`src/rtl/axis_pixel_tx.sv`:
```
// AXI4-Stream pixel transmitter: small FIFO fed by a free-running pixel stream, one output
// register, and a row/frame sequencer that generates TLAST, TUSER (SOF) and frame_done_o.
module axis_pixel_tx #(
  parameter int unsigned DATA_W     = 8,
  parameter int unsigned SIZE_W     = 9,
  parameter int unsigned FIFO_DEPTH = 16
) (
  input  logic              clk,
  input  logic              rst_n,
  input  logic [SIZE_W-1:0] IMG_SIZE_I,
  input  logic [DATA_W-1:0] data_i,
  input  logic              data_valid_i,
  output logic              ready_o,
  output logic [DATA_W-1:0] m_axis_tdata,
  output logic              m_axis_tvalid,
  input  logic              m_axis_tready,
  output logic              m_axis_tlast,
  output logic              m_axis_tuser,
  output logic              frame_done_o,
  output logic              overflow_o
);

  localparam int unsigned PtrW = $clog2(FIFO_DEPTH);
  localparam int unsigned CntW = PtrW + 1;
  localparam logic [CntW-1:0] Full = CntW'(FIFO_DEPTH);

  typedef enum logic {StIdle, StStream} state_t;

  logic [DATA_W-1:0] r_mem [FIFO_DEPTH];
  logic [PtrW-1:0]   r_wr_ptr, r_rd_ptr;
  logic [CntW-1:0]   r_count, w_count_nxt;
  logic              r_ready, r_overflow;

  state_t            r_state;
  logic [SIZE_W-1:0] r_nm1, r_col, r_row;
  logic [DATA_W-1:0] r_tdata;
  logic              r_tvalid, r_tlast, r_tuser, r_frame_done;

  logic              w_full, w_empty, w_push, w_pop, w_hs, w_last_beat, w_col_wrap;
  logic [SIZE_W-1:0] w_col_adv, w_row_adv, w_img_nm1;
  logic [DATA_W-1:0] w_head;

  assign w_full      = (r_count == Full);
  assign w_empty     = (r_count == '0);
  // A pop in the same cycle never makes room for a push into a full FIFO.
  assign w_push      = data_valid_i && !w_full;
  assign w_head      = r_mem[r_rd_ptr];
  assign w_hs        = r_tvalid && m_axis_tready;
  assign w_col_wrap  = (r_col == r_nm1);
  assign w_last_beat = w_col_wrap && (r_row == r_nm1);
  assign w_col_adv   = w_col_wrap ? '0 : r_col + 1'b1;
  assign w_row_adv   = w_col_wrap ? r_row + 1'b1 : r_row;
  assign w_img_nm1   = (IMG_SIZE_I == '0) ? '0 : IMG_SIZE_I - 1'b1;

  // The last beat of a frame is not followed by a same-cycle load; IDLE latches the next N.
  always_comb begin
    w_pop = 1'b0;
    if (!w_empty) begin
      if (r_state == StIdle) begin
        w_pop = 1'b1;
      end else if (!r_tvalid || (w_hs && !w_last_beat)) begin
        w_pop = 1'b1;
      end
    end
  end

  always_comb begin
    w_count_nxt = r_count;
    if (w_push && !w_pop) begin
      w_count_nxt = r_count + CntW'(1);
    end else if (!w_push && w_pop) begin
      w_count_nxt = r_count - CntW'(1);
    end
  end

  always_ff @(posedge clk) begin
    if (w_push) begin
      r_mem[r_wr_ptr] <= data_i;
    end
  end

  always_ff @(posedge clk or negedge rst_n) begin
    if (!rst_n) begin
      r_wr_ptr   <= '0;
      r_rd_ptr   <= '0;
      r_count    <= '0;
      r_ready    <= 1'b0;
      r_overflow <= 1'b0;
    end else begin
      if (w_push) r_wr_ptr <= r_wr_ptr + 1'b1;
      if (w_pop)  r_rd_ptr <= r_rd_ptr + 1'b1;
      r_count <= w_count_nxt;
      r_ready <= (w_count_nxt != Full);
      if (data_valid_i && w_full) r_overflow <= 1'b1;
    end
  end

  always_ff @(posedge clk or negedge rst_n) begin
    if (!rst_n) begin
      r_state      <= StIdle;
      r_nm1        <= '0;
      r_col        <= '0;
      r_row        <= '0;
      r_tdata      <= '0;
      r_tvalid     <= 1'b0;
      r_tlast      <= 1'b0;
      r_tuser      <= 1'b0;
      r_frame_done <= 1'b0;
    end else begin
      r_frame_done <= 1'b0;
      case (r_state)
        StIdle: begin
          if (w_pop) begin
            r_nm1    <= w_img_nm1;
            r_col    <= '0;
            r_row    <= '0;
            r_tdata  <= w_head;
            r_tvalid <= 1'b1;
            r_tuser  <= 1'b1;
            r_tlast  <= (w_img_nm1 == '0);
            r_state  <= StStream;
          end
        end
        StStream: begin
          if (w_hs) begin
            r_tuser <= 1'b0;
            if (w_last_beat) begin
              r_tvalid     <= 1'b0;
              r_tlast      <= 1'b0;
              r_frame_done <= 1'b1;
              r_state      <= StIdle;
            end else begin
              r_col <= w_col_adv;
              r_row <= w_row_adv;
              if (w_pop) begin
                r_tdata <= w_head;
                r_tlast <= (w_col_adv == r_nm1);
              end else begin
                r_tvalid <= 1'b0;
                r_tlast  <= 1'b0;
              end
            end
          end else if (!r_tvalid && w_pop) begin
            // Refill after a FIFO underrun; col/row already point at this beat.
            r_tdata  <= w_head;
            r_tvalid <= 1'b1;
            r_tlast  <= w_col_wrap;
          end
        end
        default: r_state <= StIdle;
      endcase
    end
  end

  assign ready_o       = r_ready;
  assign overflow_o    = r_overflow;
  assign m_axis_tdata  = r_tdata;
  assign m_axis_tvalid = r_tvalid;
  assign m_axis_tlast  = r_tlast;
  assign m_axis_tuser  = r_tuser;
  assign frame_done_o  = r_frame_done;

endmodule

```
`config.mk`:
```
export PLATFORM = sky130hd
export DESIGN_NAME = axis_pixel_tx
export DESIGN_NICKNAME = d
export VERILOG_FILES = /design/src/rtl/axis_pixel_tx.sv
export SDC_FILE = /design/constraint.sdc
export NUM_CORES = 1
export LEC_CHECK = 0
export BUFFER_PORTS_ARGS = -buffer_cell sky130_fd_sc_hd__buf_4
export CAP_MARGIN = 25
export CORE_AREA = 2 2 98 147
export CTS_BUF_LIST = sky130_fd_sc_hd__clkbuf_16
export DETAILED_ROUTE_END_ITERATION = 12
export DIE_AREA = 0 0 100 149
export PLACE_DENSITY_LB_ADDON = 0.2
export SYNTH_ARGS = -nofsm -noshare
export SYNTH_HDL_FRONTEND = slang
export SYNTH_SLANG_ARGS = --single-unit
```
`constraint.sdc`:
```
create_clock -name clk -period 3.59 [get_ports clk]
set_input_delay 0.359 -clock clk [delete_from_list [all_inputs] [get_ports clk]]
set_output_delay 0.359 -clock clk [all_outputs]
set_load 0.03 [all_outputs]
```
==> impl_metrics.sql <==
INSERT INTO impl_metrics (metric_group, metric, value, unit) VALUES
('global_routing', 'gr-max-usage-layer', 'met2', ''),
('global_routing', 'grt_util_met2', '44.4', '%'),
('cts', 'cts_resized', '0', ''),
('cts', 'cts_tree', 'yes', ''),
('worst_setup_path', 'crit_required', '3890', 'ps'),
('finish', 'drive_gt1_share', '22.9', '%'),
('detailed_routing', 'via_count', '4598', ''),
('yosys', 'synth.lib_cells_used.distinct', '50', ''),
('timing', 'maximum_clock_frequency', '365', 'MHz'),
('outcome', 'violations', 'negative hold slack', ''),
('floorplan', 'chipWidth', '100', 'um'),
('place', 'globalplace.congestion', '0.902', ''),
('yosys', 'combined_area_of_all_synthesized_cells', '8110', 'um2'),
('cts', 'post-cts-setup-buffer-count', '0', ''),
('cts', 'root_buffer', 'clkbuf_16', ''),
('detailed_routing', 'drc', '0', ''),
('pwr', 'power_density', '717', 'nW/um2'),
('finish', 'n_fill_cell', '946', ''),
('finish', 'final_cell_mix', 'edfxtp_1, dfrtp_1, nor2_1, buf_4, mux4_2', ''),
('floorplan', 'core-area', '13800', 'um2'),
('worst_setup_path', 'critical_path.max_fanout', '23', ''),
('cts', 'clock_sinks', '183', ''),
('global_routing', 'grt_pass1_vias', '4762', ''),
('timing', 'final_hold_viol_count', '32', ''),
('worst_setup_path', 'worstSetupEndpointType', 'register', ''),
('cts', 'clockBufferDepth', '2', ''),
('floorplan', 'pin_count', '35', ''),
('timing', 'tns', '0', 'ps'),
('global_routing', 'grt_max_degree', '56', ''),
('yosys', 'number_of_standard_cells_after_synthesis', '537', ''),
('yosys', 'ys_seq_area_share', '64.3', '%'),
('detailed_routing', 'via_per_inst', '6.13', ''),
('yosys', 'synth.ff_latch_count', '183', ''),
('finish', 'syn2layout_area_growth', '12.7', '%'),
('timing', 'setup_viol', '0', ''),
('worst_setup_path', 'reg_to_reg_slack_setup', '850', 'ps'),
('worst_setup_path', 'worstSetupStartpointType', 'register', ''),
('timing', 'layout_worst_path_cycle_share', '76.4', '%'),
('global_routing', 'globalRouteOverflowTotal', '0', ''),
('cts', 'number_of_buffers_created_by_cts', '17', ''),
('timing', 'final_max_tran_viols', '0', ''),
('global_routing', 'antenna_found_initial', '0', ''),
('floorplan', 'die_h', '149', 'um'),
('pwr', 'post-layout-total-power', '6560', 'uW'),
('floorplan', 'row_count', '53', ''),
('detailed_routing', 'drt_iter0_drc', '279', ''),
('timing', 'finalWorstPathRequiredPeriod', '2740', 'ps'),
('detailed_routing', 'detail_route.wl_per_cell', '21.9', 'um'),
('worst_setup_path', 'critical_path_arrival', '3040', 'ps'),
('floorplan', 'floorplan.initialDensity', '58.8', '%'),
('global_routing', 'gr-usage-met3', '4.59', '%'),
('worst_setup_path', 'setup.worst_path.class', 'register to register', ''),
('global_routing', 'grt.total_usage', '23.4', '%'),
('yosys', 'synthesis.nets', '568', ''),
('job', 'maxCapViolations', '0', ''),
('cts', 'cts_hold_buf', '0', ''),
('finish', 'design.final.nets', '603', ''),
('timing', 'hold_slack', '-27.0', 'ps'),
('floorplan', 'floorplan.die_area', '14900', 'um2'),
('finish', 'num_antenna_cells', '0', ''),
('global_routing', 'grt_use_met1', '25.3', '%'),
('yosys', 'synth.avg_cell_area', '15.1', 'um2'),
('pwr', 'leak_pwr', '0.00328', 'uW'),
('yosys', 'postSynth.asyncResetShare', '30.1', '%'),
('place', 'detailed_place_hpwl', '11500', 'um'),
('pwr', 'peak_supply_drop', '0.000434', 'V'),
('timing', 'slew_headroom', '40.0', '%'),
('timing', 'fin_skew', '12.2', 'ps'),
('yosys', 'synth-warning-count', '0', ''),
('detailed_routing', 'ant_nets', '0', ''),
('cts', 'cts_htree_levels', '4', ''),
('yosys', 'yosys_most_used_dff', 'edfxtp_1', ''),
('global_routing', 'grt_first_pass_wirelength', '25400', 'um'),
('detailed_routing', 'drt_first_pass_iters', '4', ''),
('detailed_routing', 'wl', '16400', 'um'),
('yosys', 'synth_enable_flop_cells', '128', ''),
('cts', 'clk_pin_slew', '80', 'ps'),
('outcome', 'status', 'finished with violations', ''),
('timing', 'slew_of_the_pin_with_the_lowest_slew_margin', '896', 'ps'),
('cts', 'clock_latency', '430', 'ps'),
('finish', 'layout_commonest_cell', 'edfxtp_1', ''),
('timing', 'unrepaired_setup_endpoints_after_global_routing', 'no', ''),
('place', 'io_buffers', '34', ''),
('hold_path', 'hold_path.class', 'input port to asynchronous set/reset pin', '');
-- cells in the mapped netlist, drive strengths merged (2+ instances only) --
| cell type | n | share of area [%] |
|---|---|---|
| a31oi | 6 | 0.46 |
| clkbuf | 13 | 0.60 |
| o211ai | 4 | 0.37 |
| nand2 | 38 | 1.8 |
| dfrtp | 55 | 17 |
| and2 | 3 | 0.23 |
| mux2i | 2 | 0.25 |
| or3 | 3 | 0.23 |
| buf | 14 | 0.96 |
| edfxtp | 128 | 47 |
| mux2 | 9 | 1.2 |
| o2111ai | 3 | 0.32 |
| ha | 10 | 1.5 |
| o21ai | 22 | 1.4 |
| a21oi | 8 | 0.63 |
| a31o | 2 | 0.22 |
| o22ai | 2 | 0.23 |
| xor2 | 24 | 2.6 |
| o31ai | 12 | 1.1 |
| nand4 | 5 | 0.39 |
| mux4 | 40 | 11 |
| nand3 | 10 | 0.62 |
| nand2b | 7 | 0.54 |
| nor2 | 43 | 2.0 |
| xnor2 | 28 | 3.0 |
| nor3 | 12 | 0.74 |
| inv | 10 | 0.46 |
| nor4 | 5 | 0.65 |
| and3 | 5 | 0.45 |
| or4 | 3 | 0.32 |
-- metrics by stage --
stage                     area, um2  utilization [%]  worst slack (ps)  cells  hold WS, ps
after floorplan                8110                -               850    537         63.4
after global placement         8520             61.7               924    718          453
after detailed placement       8520             61.7               869    718          467
after CTS                      9140             66.3               856    750        0.737
after global routing           9140             66.3               687    750         27.7
final                          9140             66.3               848    750        -27.0
-- cells by family (layout without fill, tap and decap cells) --
family | count (synthesis) | count (layout) | synth area share (%)
compound gates | 65 | 65 | 5.43
xor+xnor | 52 | 52 | 5.61
fa+ha+maj | 11 | 11 | 1.67
buf+inv | 37 | 85 | 2.02
flops | 183 | 183 | 64.3
mux | 51 | 51 | 12.6
simple gates | 138 | 138 | 8.33
-- layer usage --
layer,routed length (um),up-vias
li1,-,2111
met1,5930,2348
met2,9560,107
met3,514,32
met4,444,0
met5,0,-
-- path summary, 6_finish.rpt --
check                                  startpoint                      end  cells after the start
setup / recovery             r_nm1[3]$_DFFE_PN0P_        ready_o$_DFF_PN0_                      7
hold / removal                              rst_n     r_count[2]$_DFF_PN0_                      1
setup reg to reg             r_nm1[3]$_DFFE_PN0P_        ready_o$_DFF_PN0_                      7
hold reg to reg            overflow_o$_DFFE_PN0P_   overflow_o$_DFFE_PN0P_                      1
max in group asynchronous                   rst_n  r_rd_ptr[0]$_DFFE_PN0N_                      1
min in group clk                    IMG_SIZE_I[0]     r_nm1[0]$_DFFE_PN0P_                      2
-- power breakdown --
part           internal [uW]  switching (uW)  total (uW)  leakage (uW)
logic                    879             935        1810       0.00116
registers               2570             268        2840       0.00181
clock network           1010             890        1900      0.000303
total                   4460            2090        6560       0.00328
-- layout make-up --
cell class | instances | area (um2) | share of cell area, %
repair buffers | 43 | 323 | 3.53
clock buffers | 17 | 425 | 4.65
well taps | 165 | 206 | 2.26
inverters | 10 | 37.5 | 0.411
flip-flops and latches | 183 | 5220 | 57.1
clock inverters | 15 | 198 | 2.16
multi-input cells | 317 | 2730 | 29.9
-- critical path, stage by stage, from the launching register on --
cell and delay [ps]:
dfrtp_1 480, xor2_1 210, nor4_2 340, and3_4 320, a211o_4 360, mux2i_1 270, xor2_1 120, or4b_1 500
-- flip-flops by register name, indices dropped and copies added (netlist names) --
register	cells
frame_done_o	1
m_axis_tdata	8
m_axis_tlast	1
m_axis_tuser	1
m_axis_tvalid	1
overflow_o	1
r_col	9
r_count	5
r_mem	128
r_nm1	9
r_rd_ptr	4
r_row	9
r_state	1
r_wr_ptr	4
ready_o	1
(Power assumes the default switching activity.)
